===== config.mk =====
export PLATFORM = sky130hd
export DESIGN_NAME = store_align_unit
export DESIGN_NICKNAME = d
export VERILOG_FILES = /design/src/rtl/store_pkg.sv /design/src/rtl/store_lane_shift.sv /design/src/rtl/store_align_unit.sv
export SDC_FILE = /design/constraint.sdc
export NUM_CORES = 1
export LEC_CHECK = 0
export BUFFER_PORTS_ARGS = -buffer_cell sky130_fd_sc_hd__buf_2
export CAP_MARGIN = 20
export CORE_MARGIN = 2
export CORE_UTILIZATION = 52
export DETAILED_ROUTE_END_ITERATION = 10
export PLACE_DENSITY = 0.85
export SLEW_MARGIN = 0
export SYNTH_ARGS = -nofsm -noshare
export SYNTH_HDL_FRONTEND = slang
export SYNTH_SLANG_ARGS = --single-unit

===== constraint.sdc =====
create_clock -name clk -period 2.15 [get_ports clk]
set_clock_uncertainty 0.2 [all_clocks]
set_input_delay 0.5375 -clock clk [delete_from_list [all_inputs] [get_ports clk]]
set_output_delay 0.5375 -clock clk [all_outputs]
set_load 0.05 [all_outputs]

===== src/rtl/store_pkg.sv =====
// rtl/store_pkg.sv - shared size/state types and size decode for the store aligner
package store_pkg;

  typedef enum logic [1:0] {SZ_B = 2'd0, SZ_H = 2'd1, SZ_W = 2'd2, SZ_D = 2'd3} size_e;
  typedef enum logic [1:0] {IDLE = 2'd0, SPLIT = 2'd1, DRAIN = 2'd2} state_e;

  // Sizes wider than the bus collapse to a full-width store.
  function automatic int unsigned size_nbytes(input logic [1:0] size, input int unsigned nb);
    int unsigned n;
    n = 32'd1 << size;
    return (n > nb) ? nb : n;
  endfunction

endpackage


===== src/rtl/store_lane_shift.sv =====
// rtl/store_lane_shift.sv - masks store data to its size and shifts data/enables into byte lanes
module store_lane_shift #(
  parameter int XLEN = 32,
  parameter int NB   = XLEN / 8,
  parameter int OW   = $clog2(NB)
) (
  input  logic [1:0]        size,
  input  logic [OW-1:0]     off,
  input  logic [XLEN-1:0]   data,
  output logic [2*XLEN-1:0] wide_data,
  output logic [2*NB-1:0]   wide_be
);
  import store_pkg::*;

  logic [XLEN-1:0] masked;
  logic [NB-1:0]   be_base;
  int unsigned     nbytes;

  always_comb begin
    masked  = '0;
    be_base = '0;
    nbytes  = size_nbytes(size, NB);
    for (int unsigned i = 0; i < NB; i++) begin
      if (i < nbytes) begin
        masked[8*i +: 8] = data[8*i +: 8];
        be_base[i]       = 1'b1;
      end
    end
    wide_data = {{XLEN{1'b0}}, masked} << {off, 3'b000};
    wide_be   = {{NB{1'b0}}, be_base} << off;
  end

endmodule


===== src/rtl/store_align_unit.sv =====
// rtl/store_align_unit.sv - store-path aligner producing word-aligned memory beats
// STORE_MISALIGN_SPLIT_EN: split bus-crossing stores into two beats instead of faulting them.
module store_align_unit #(
  parameter int XLEN   = 32,
  parameter int ADDR_W = 32
) (
  input  logic              clk,
  input  logic              rst_n,
  input  logic              req_valid,
  output logic              req_ready,
  input  logic [ADDR_W-1:0] req_addr,
  input  logic [1:0]        req_size,
  input  logic [XLEN-1:0]   req_data,
  output logic              mem_valid,
  input  logic              mem_ready,
  output logic [ADDR_W-1:0] mem_addr,
  output logic [XLEN-1:0]   mem_wdata,
  output logic [XLEN/8-1:0] mem_be,
  output logic              mem_last,
  output logic              misalign_err
);
  import store_pkg::*;

  localparam int NB = XLEN / 8;
  localparam int OW = $clog2(NB);

  logic [OW-1:0]     off;
  logic [2*XLEN-1:0] wide_data;
  logic [2*NB-1:0]   wide_be;
  logic [ADDR_W-1:0] base_addr;
  logic              accept;
  logic              xfer;

  state_e            state_q, state_d;
  logic              valid_d, last_d;
  logic [ADDR_W-1:0] addr_d;
  logic [XLEN-1:0]   wdata_d;
  logic [NB-1:0]     be_d;

  assign off       = req_addr[OW-1:0];
  assign base_addr = {req_addr[ADDR_W-1:OW], {OW{1'b0}}};
  assign req_ready = (state_q == IDLE) && (!mem_valid || mem_ready);
  assign accept    = req_valid && req_ready;
  assign xfer      = mem_valid && mem_ready;

  store_lane_shift #(.XLEN(XLEN)) u_lane_shift (
    .size      (req_size),
    .off       (off),
    .data      (req_data),
    .wide_data (wide_data),
    .wide_be   (wide_be)
  );

`ifdef STORE_MISALIGN_SPLIT_EN
  logic [XLEN-1:0] hi_data_q, hi_data_d;
  logic [NB-1:0]   hi_be_q, hi_be_d;

  assign misalign_err = 1'b0;
`else
  logic            err_q, err_d;
  logic [OW-1:0]   nb_mask;
  logic            misaligned;
  logic            unused_hi;

  // Only aligned stores get through, so the upper lane half is never needed.
  assign unused_hi    = ^{wide_data[2*XLEN-1:XLEN], wide_be[2*NB-1:NB]};
  assign nb_mask      = OW'(size_nbytes(req_size, NB) - 1);
  assign misaligned   = |(off & nb_mask);
  assign misalign_err = err_q;
`endif

  always_comb begin
    state_d = state_q;
    valid_d = mem_valid;
    addr_d  = mem_addr;
    wdata_d = mem_wdata;
    be_d    = mem_be;
    last_d  = mem_last;
`ifdef STORE_MISALIGN_SPLIT_EN
    hi_data_d = hi_data_q;
    hi_be_d   = hi_be_q;
`else
    err_d = 1'b0;
`endif
    if (xfer) valid_d = 1'b0;
    case (state_q)
      IDLE: begin
        if (accept) begin
`ifdef STORE_MISALIGN_SPLIT_EN
          valid_d = 1'b1;
          addr_d  = base_addr;
          wdata_d = wide_data[XLEN-1:0];
          be_d    = wide_be[NB-1:0];
          last_d  = ~|wide_be[2*NB-1:NB];
          if (|wide_be[2*NB-1:NB]) begin
            hi_data_d = wide_data[2*XLEN-1:XLEN];
            hi_be_d   = wide_be[2*NB-1:NB];
            state_d   = SPLIT;
          end
`else
          if (misaligned) begin
            err_d = 1'b1;
          end else begin
            valid_d = 1'b1;
            addr_d  = base_addr;
            wdata_d = wide_data[XLEN-1:0];
            be_d    = wide_be[NB-1:0];
            last_d  = 1'b1;
          end
`endif
        end
      end
`ifdef STORE_MISALIGN_SPLIT_EN
      SPLIT: begin
        if (xfer) begin
          valid_d = 1'b1;
          addr_d  = mem_addr + ADDR_W'(NB);
          wdata_d = hi_data_q;
          be_d    = hi_be_q;
          last_d  = 1'b1;
          state_d = DRAIN;
        end
      end
      DRAIN: begin
        if (xfer) state_d = IDLE;
      end
`endif
      default: state_d = IDLE;
    endcase
  end

  always_ff @(posedge clk or negedge rst_n) begin
    if (!rst_n) begin
      state_q   <= IDLE;
      mem_valid <= 1'b0;
      mem_addr  <= '0;
      mem_wdata <= '0;
      mem_be    <= '0;
      mem_last  <= 1'b0;
`ifdef STORE_MISALIGN_SPLIT_EN
      hi_data_q <= '0;
      hi_be_q   <= '0;
`else
      err_q     <= 1'b0;
`endif
    end else begin
      state_q   <= state_d;
      mem_valid <= valid_d;
      mem_addr  <= addr_d;
      mem_wdata <= wdata_d;
      mem_be    <= be_d;
      mem_last  <= last_d;
`ifdef STORE_MISALIGN_SPLIT_EN
      hi_data_q <= hi_data_d;
      hi_be_q   <= hi_be_d;
`else
      err_q     <= err_d;
`endif
    end
  end

endmodule


==> results of run 1 <==
## layout make-up
cell class	count	area, sq um	share of cell area
clock buffer	13	159	0.0359
clock inverter	1	7.51	0.00169
inverter	4	16.3	0.00367
multi-input combinational	261	1430	0.323
sequential	69	1730	0.390
tap	77	96.3	0.0217
timing repair buffer	169	996	0.225
## sequential cells by signal (all words and copies together), names as in the netlist
signal,count
mem_wdata,32
mem_addr,30
mem_valid,1
misalign_err,1
mem_last,1
mem_be,4
## how the worst max path moves through the flow
stage | to | depth (start not counted) | start | slack [ns]
6_report | mem_wdata[19]$_DFFE_PN0P_ | 10 | req_size[0] | 0.17
2_1_floorplan | mem_wdata[21]$_DFFE_PN0P_ | 5 | mem_valid$_DFF_PN0_ | 0.008
5_1_grt | req_ready | 2 | mem_valid$_DFF_PN0_ | 0.07
3_3_place_gp | mem_wdata[26]$_DFFE_PN0P_ | 8 | req_size[1] | -0.09
3_5_place_dp | mem_wdata[19]$_DFFE_PN0P_ | 10 | req_size[0] | -0.16
4_1_cts | req_ready | 2 | mem_valid$_DFF_PN0_ | 0.16
## cell usage in the layout (no fill, tap or decap), types with 2 or more instances in the layout
cell	synthesis	layout
nor2_1	20	20
a21oi_1	11	11
inv_1	2	2
o31ai_1	8	8
conb_1	1	2
buf_2	10	139
clkbuf_8	0	11
nor2_2	2	2
nand3_1	16	16
a21o_1	8	8
o22ai_1	8	8
a221oi_1	15	15
or2_4	0	2
a32oi_1	7	7
nor2b_1	9	9
dfrtp_1	69	69
buf_12	0	6
clkbuf_1	1	2
o21ai_0	9	9
nand2b_1	3	2
nand2_1	125	125
buf_4	14	24
## critical path: stages
cell,delay (ns)
buf_2,0.12
or2_4,0.14
buf_4,0.11
clkinv_2,0.05
ha_2,0.22
buf_4,0.14
o21ai_0,0.14
o22ai_1,0.10
a221oi_1,0.32
nor2_1,0.09
## metal layers
metal	up-vias	global-route usage
li1	1541	-
met1	1436	0.377
met2	145	0.399
met3	7	0.0580
met4	0	0.0924
met5	-	0
## cell families after synthesis
| logic type | count (synthesis) | synth area share |
|---|---|---|
| AOI/OAI and AO/OA | 77 | 0.180 |
| DFF | 69 | 0.517 |
| buffers and inverters | 35 | 0.0685 |
| muxes | 2 | 0.00749 |
| and+or+nand+nor | 178 | 0.219 |
| adders and majority gates | 2 | 0.00749 |
| other | 1 | 0.00112 |
## synthesized netlist by cell type (all sizes together) (2+ instances only)
library cell and count:
nand2 125, dfrtp 69, buf 28, nor2 22, a221oi 16, nand3 16, a21oi 11, o21ai 11
a32oi 9, nor2b 9, o31ai 9, a21o 8, o22ai 8, clkbuf 3, inv 3, nand2b 3
ha 2, or2 2
## power by group
group / internal [mW] / total [mW] / switching, mW
combinational: 0.445 / 1.79 / 1.34
sequential: 1.54 / 1.66 / 0.121
clock: 0.470 / 0.916 / 0.445
==> metrics.cfg, run 1 <==
[status]
outcome=finished, final reports clean

[clock_network]
clock_sinks=69
clk_latency_ns=0.33
root_buffer=clkbuf_8
clockBufferDepth=2
htree_levels=3
postCtsSetupBuffers=0
cts_tree=built
clk_pin_slew_worst_paths_ns=0.06
cts_buffers=9
cts_resized=0
cts-hold-fix-buffers=0

[global_route]
antenna_found_initial=0
gr-total-overflow=0
grt_use_total=0.263
grt_pass1_wl_um=14900
grt_max_degree=70
grt_pass1_vias=3114

[flow_run]
cap_violations=0

[worst_setup_path]
crit_type=in -> reg
end_kind=flop
timing.rr.end=mem_wdata[24]$_DFFE_PN0P_
worstPathRequired_ns=2.15
regToRegStartpoint=mem_valid$_DFF_PN0_
cp_data_arrival_time_ns=1.98
path_max_fanout=9
rrSetupSlack_ns=0.44
reg2regPathDepth=6
crit_path_start_kind=primary input

[sta]
drv_slew=0
setup_violations=0
tns_ns=0
timing.fmax_mhz=505
fin_crit_sh=0.921
period_needed_ns=1.98
whs_ns=0.0226
worst_slack_ns=0.169
rsz0062_at_grt=no
hold_viol=0

[synth]
async_reset_ff_frac=1.00
synth.distinct_cells=40
yosys_warnings=0
synth_seq_cells=69
synth.cell_area_sq_mm=0.00334
yosys.area.top_type=dfrtp_1
seq_area_frac_synth=0.517
synthCells=364
synth_top_area_share=0.517
ys.flop_type=dfrtp_1
synth_edf_count=0
syn_avg_cell_area_sq_um=9.18
yosys-top-cells-area=dfrtp_1 (52%), nand2_1 (14%), a221oi_1 (3.9%)

[die]
placementRows=29
start_util=0.532
die_x_um=84.2
design.die.area_sq_mm=0.00708
die_h_um=84.2
ios=142
core-area_sq_mm=0.00628

[detailed_routing]
vias=3129
dr_wl_met3_um=722
finalWirelength_um=8580
drt-pass1-iter-count=5
drc=0
highest_layer=met4
m1WireLength_um=3890
wl_per_cell_um=14.4
drtIter0Drc=169
dr_wl_met2_um=3910
ant_nets=0
routed_via_density=5.27

[placement]
dpl.hpwl_um=6550
placed_cells=580
place_area_sq_mm=0.00426
port_buffers=139
routabilityCongestion=0.894
post-place-ws_ns=-0.159

[finish]
fin_util=0.706
drive_above_1_share=0.383
diodes=0
final_cell_area_sq_mm=0.00443
final_cells=594
finalNetCount=586
area_growth_pct=32.6
nFillCells=511

[power]
p_per_area_mw_per_mm2=985
vdd_drop_max_uv=692
power_mw=4.36
p_leak_nw=2.39

[min_path]
hold_path_class=in -> async

(Power assumes the default switching activity.)
==> run 2, diff against run 1 <==
--- a/config.mk
+++ b/config.mk
@@ -10,7 +10,8 @@
 export CORE_MARGIN = 2
 export CORE_UTILIZATION = 52
 export DETAILED_ROUTE_END_ITERATION = 10
-export PLACE_DENSITY = 0.85
+export MAX_ROUTING_LAYER = met4
+export PLACE_DENSITY = 0.95
 export SLEW_MARGIN = 0
 export SYNTH_ARGS = -nofsm -noshare
 export SYNTH_HDL_FRONTEND = slang
==> metrics.cfg, run 2 (same netlist as run 1, synthesis figures left out) <==
[clock_network]
root_buffer=clkbuf_8
cts_resized=0  ; unchanged
clk_latency_ns=0.33  ; about the same
clk_pin_slew_worst_paths_ns=0.08  ; +0.02 ns
cts_tree=built
clock_sinks=69  ; unchanged
cts_buffers=9  ; unchanged
postCtsSetupBuffers=0  ; unchanged
clockBufferDepth=2  ; unchanged
htree_levels=3  ; unchanged
cts-hold-fix-buffers=0  ; unchanged

[finish]
multi_input_area_sq_mm=0.00143  ; about the same
drive_above_1_share=0.388  ; +0.00462
area_growth_pct=33.1
reg.largest.list=mem_wdata: 32 flops, mem_addr: 30 flops, mem_be: 4 flops
final_cell_area_sq_mm=0.00445  ; +0.42%
fin_util=0.709  ; +0.00299
nFillCells=477  ; -6.7%
final_cell_mix=buf_2 (139), nand2_1 (125), dfrtp_1 (69), buf_4 (25), nor2_1 (20)
diodes=0  ; unchanged
largest_reg_flops=32  ; unchanged
finalNetCount=584  ; -0.34%
regMostFlops=mem_wdata
final_cells=593  ; -0.17%
seqCellArea_sq_mm=0.00173  ; unchanged
final_common_cell=buf_2

[die]
ios=142  ; unchanged
start_util=0.532  ; unchanged
core-area_sq_mm=0.00628  ; unchanged
design.die.area_sq_mm=0.00708  ; unchanged
placementRows=29  ; unchanged
die_x_um=84.2  ; unchanged
die_h_um=84.2  ; unchanged

[placement]
placed_cells=578  ; -0.34%
dpl.hpwl_um=6810  ; +3.9%
place_area_sq_mm=0.00421  ; -1.2%
routabilityCongestion=0.890  ; -0.47%
port_buffers=139  ; unchanged

[detailed_routing]
drc=0  ; unchanged
wl_per_cell_um=15.7  ; +8.6%
vias=3263  ; +4.3%
drt-pass1-iter-count=5  ; unchanged
finalWirelength_um=9300  ; +8.4%
routed_via_density=5.50  ; +4.5%
drtIter0Drc=232  ; +37%
ant_nets=0  ; unchanged

[sta]
drv_slew=0  ; unchanged
fin_crit_sh=0.971  ; +0.0498
rsz0062_at_grt=no
whs_ns=0.00415  ; -0.0184 ns
timing.fmax_mhz=479  ; -5.1%
tightest_slew_ns=0.500
setup_violations=0  ; unchanged
period_needed_ns=2.09  ; +0.107 ns
slew_headroom=0.666
hold_viol=0  ; unchanged

[worst_setup_path]
crit_slowest_cell=a221oi_1
worstPathRequired_ns=2.24  ; +0.09 ns
cp_data_arrival_time_ns=2.18  ; +0.20 ns
cpMostUsedCell=or2_4
crit_path_start_kind=primary input
worstPathCellList=buf_2 -> or2_4 -> buf_4 -> clkinv_2 -> ha_2 -> or2_4 -> nand3_1 -> a221oi_1 -> a21o_1
max_stage_delay_ns=0.37  ; +0.05 ns
path_max_fanout=9  ; unchanged
crit_type=in -> reg
end_kind=flop

[global_route]
top_usage_layer=met2
grt_pass1_wl_um=15300  ; +2.8%
grt_pass1_vias=3250  ; +4.4%
met3_usage=0.0551  ; -0.00295
gr-total-overflow=0  ; unchanged
use_met2=0.444  ; +0.0455
grtUsageMet1=0.362  ; -0.0150
grt_max_degree=70  ; unchanged
antenna_found_initial=0  ; unchanged
grt_use_total=0.278  ; +0.0150

[power]
p_leak_nw=2.40  ; +0.53%
vdd_drop_max_uv=673  ; -2.7%
power_mw=4.72  ; +8.3%
p_per_area_mw_per_mm2=1060  ; +7.8%

[flow_run]
cap_violations=0  ; unchanged

[status]
outcome=finished, final reports clean

[min_path]
hold_path_class=in -> async

-- run 2: power by group --
part	switching (mW)	internal (mW)
Sequential	0.129	1.54
Clock	0.505	0.766
Combinational	1.35	0.433
Total	1.98	2.74
-- run 2: path summary, 6_finish.rpt --
kind | slack (ns) | to | cells after the start | start
max | 0.06 | mem_wdata[30]$_DFFE_PN0P_ | 9 | req_size[1]
max in group asynchronous | 1.45 | mem_wdata[1]$_DFFE_PN0P_ | 2 | rst_n
min | 0.004 | mem_wdata[31]$_DFFE_PN0P_ | 2 | rst_n
min reg2reg | 0.27 | mem_wdata[3]$_DFFE_PN0P_ | 2 | mem_wdata[3]$_DFFE_PN0P_
min in group clk | 0.18 | mem_addr[3]$_DFFE_PN0P_ | 3 | req_addr[3]
max reg2reg | 0.43 | mem_wdata[30]$_DFFE_PN0P_ | 5 | mem_valid$_DFF_PN0_
-- run 2: area by class of cell --
cell class	count	share of cell area
Sequential cell	69	0.388
Multi-Input combinational cell	261	0.321
Timing Repair Buffer	167	0.212
Clock buffer	9	0.0278
Clock inverter	6	0.0253
Tap cell	77	0.0217
Inverter	4	0.00366
-- run 2: critical path, delay by kind of cell --
family	cells	cell delay [ns]
AOI/OAI and AO/OA	2	0.50
adders and majority gates	1	0.25
and+or+nand+nor	3	0.58
buffers and inverters	3	0.30
-- run 2: per-layer routing --
| metal | routed length (um) | vias to the layer above |
|---|---|---|
| met5 | 0 | - |
| met4 | 108 | 0 |
| met3 | 850 | 14 |
| met2 | 4520 | 181 |
| met1 | 3820 | 1528 |
| li1 | - | 1540 |
-- run 2: metrics by stage --
stage	worst slack, ns	TNS [ns]
detailed placement	-0.168	-6.02
global placement	-0.112	-3.71
CTS	0.122	0
finish	0.0623	0
floorplan	0.00758	0
global route	0.0376	0
==> run 3, diff against run 2 <==
==> constraint.sdc (replaced) <==
create_clock -name clk -period 2.15 [get_ports clk]
set_clock_uncertainty 0.2 [all_clocks]
set_input_delay 0.3225 -clock clk [delete_from_list [all_inputs] [get_ports clk]]
set_output_delay 0.3225 -clock clk [all_outputs]
set_load 0.05 [all_outputs]
==> metrics.cfg, run 3 (same netlist as run 1, synthesis figures left out) <==
[detailed_routing]
drt-pass1-iter-count=4  ; -1
wl_per_cell_um=16.8  ; +7.2%
drc=0  ; unchanged
ant_nets=0  ; unchanged
vias=3514  ; +7.7%
finalWirelength_um=10500  ; +13%
routed_via_density=5.64  ; +2.5%
drtIter0Drc=177  ; -24%

[finish]
fin_util=0.753  ; +0.0439
largest_reg_flops=32  ; unchanged
reg.largest.list=mem_wdata: 32 flops, mem_addr: 30 flops, mem_be: 4 flops
final_common_cell=buf_2
diodes=0  ; unchanged
finalNetCount=613  ; +5.0%
area_growth_pct=41.4
multi_input_area_sq_mm=0.00140  ; -2.0%
nFillCells=417  ; -13%
final_cell_mix=buf_2 (139), nand2_1 (125), dfrtp_1 (69), dlygate4sd3_1 (30), buf_4 (22)
drive_above_1_share=0.355  ; -0.0323
seqCellArea_sq_mm=0.00173  ; unchanged
regMostFlops=mem_wdata
final_cell_area_sq_mm=0.00472  ; +6.2%

[worst_setup_path]
regToRegStartpoint=mem_valid$_DFF_PN0_
end_kind=flop
crit_start=req_size[1]
crit_type=in -> reg
path_max_fanout=10  ; +1
worstPathRequired_ns=2.24  ; about the same
crit_path_start_kind=primary input
cp_data_arrival_time_ns=1.99  ; -0.19 ns

[sta]
worst_slack_ns=0.254  ; +0.192 ns
period_needed_ns=1.90  ; -0.192 ns
drv_slew=0  ; unchanged
setup_violations=0  ; unchanged
fin_crit_sh=0.882  ; -0.0893
rsz0062_at_grt=no
timing.fmax_mhz=528  ; +10%
tns_ns=0  ; unchanged
whs_ns=0.0265  ; +0.0223 ns
hold_viol=0  ; unchanged

[die]
design.die.area_sq_mm=0.00708  ; unchanged
placementRows=29  ; unchanged
die_h_um=84.2  ; unchanged
die_x_um=84.2  ; unchanged
ios=142  ; unchanged
core-area_sq_mm=0.00628  ; unchanged
start_util=0.532  ; unchanged

[clock_network]
clk_pin_slew_worst_paths_ns=0.08  ; about the same
htree_levels=3  ; unchanged
cts_tree=built
clk_latency_ns=0.35  ; +0.02 ns
clockBufferDepth=2  ; unchanged
cts_resized=0  ; unchanged
cts_buffers=9  ; unchanged
root_buffer=clkbuf_8
clock_sinks=69  ; unchanged

[power]
p_switching_mw=2.02  ; +1.8%
power.share.combinational=0.391  ; +0.014
p_sw_frac=0.428  ; +0.00832
vdd_drop_max_uv=796  ; +18%
pwr-share-seq=0.358  ; +0.005
clock_power_share=0.251  ; -0.018
intPower_mw=2.69  ; -1.7%
p_leak_nw=2.52  ; +4.9%
p_per_area_mw_per_mm2=998  ; -6.0%

[placement]
post-place-ws_ns=-0.0746  ; +0.0937 ns
place_area_sq_mm=0.00420  ; -0.30%
dpl.hpwl_um=6940  ; +1.9%
routabilityCongestion=0.989  ; +11%
port_buffers=139  ; unchanged

[min_path]
min-delay-start=req_addr[6]
hold_path_class=in -> reg

[global_route]
gr-total-overflow=0  ; unchanged
grt_use_total=0.313  ; +0.0351
grt_pass1_vias=3424  ; +5.4%
antenna_found_initial=0  ; unchanged
grt_max_degree=70  ; unchanged
grt_pass1_wl_um=16800  ; +9.5%

[flow_run]
cap_violations=0  ; unchanged

[status]
outcome=finished, final reports clean

## run 3: worst max-delay path, stage by stage
cell and delay, ns:
buf_2 0.12, or2_1 0.25, buf_4 0.14, clkinv_1 0.05, ha_1 0.28, or2_2 0.24
nand3_1 0.11, a221oi_1 0.33, a21o_1 0.14
## run 3: area by class of cell
| cell class | count | share of cell area |
|---|---|---|
| Sequential cell | 69 | 0.365 |
| Multi-Input combinational cell | 261 | 0.297 |
| Timing Repair Buffer | 196 | 0.267 |
| Clock buffer | 10 | 0.0291 |
| Tap cell | 77 | 0.0204 |
| Clock inverter | 6 | 0.0183 |
| Inverter | 4 | 0.00318 |
## run 3: per-layer routing
metal / track usage / wire length [um]
met2: 0.503 / 5020
met3: 0.0787 / 1090
met4: 0.135 / 377
met1: 0.376 / 4000
met5: - / 0
## run 3: path summary, 6_finish.rpt
check                                            endpoint  slack, ns  cells after the start
max in group asynchronous        mem_wdata[5]$_DFFE_PN0P_       1.15                      3
worst min-delay path              mem_addr[6]$_DFFE_PN0P_       0.03                      3
worst max register to register      mem_be[0]$_DFFE_PN0P_       0.43                      4
worst min register to register   mem_wdata[0]$_DFFE_PN0P_       0.27                      2
worst max-delay path            mem_wdata[24]$_DFFE_PN0P_       0.25                      9
min in group asynchronous       mem_wdata[12]$_DFFE_PN0P_       0.31                      3
## run 3: power groups by stage
stage	Combinational [mW]	Sequential, mW	Clock (mW)
final	1.84	1.69	1.18
after global placement	1.75	1.69	0
after floorplan	0.403	2.56	0
after global routing	1.94	1.71	1.27
after detailed placement	1.78	1.70	0
after CTS	1.83	1.68	1.21
## run 3: repair_timing
action / CTS / global route
buffers inserted: 0 / 0
hold endpoints to repair: 98 / 0
hold buffers: 30 / 0
## run 3: metrics by stage
stage / instances / total power [mW]
5_1_grt: 623 / 4.92
6_report: 623 / 4.71
4_1_cts: 623 / 4.71
2_1_floorplan: 365 / 2.96
3_5_place_dp: 577 / 3.48
3_3_place_gp: 577 / 3.44
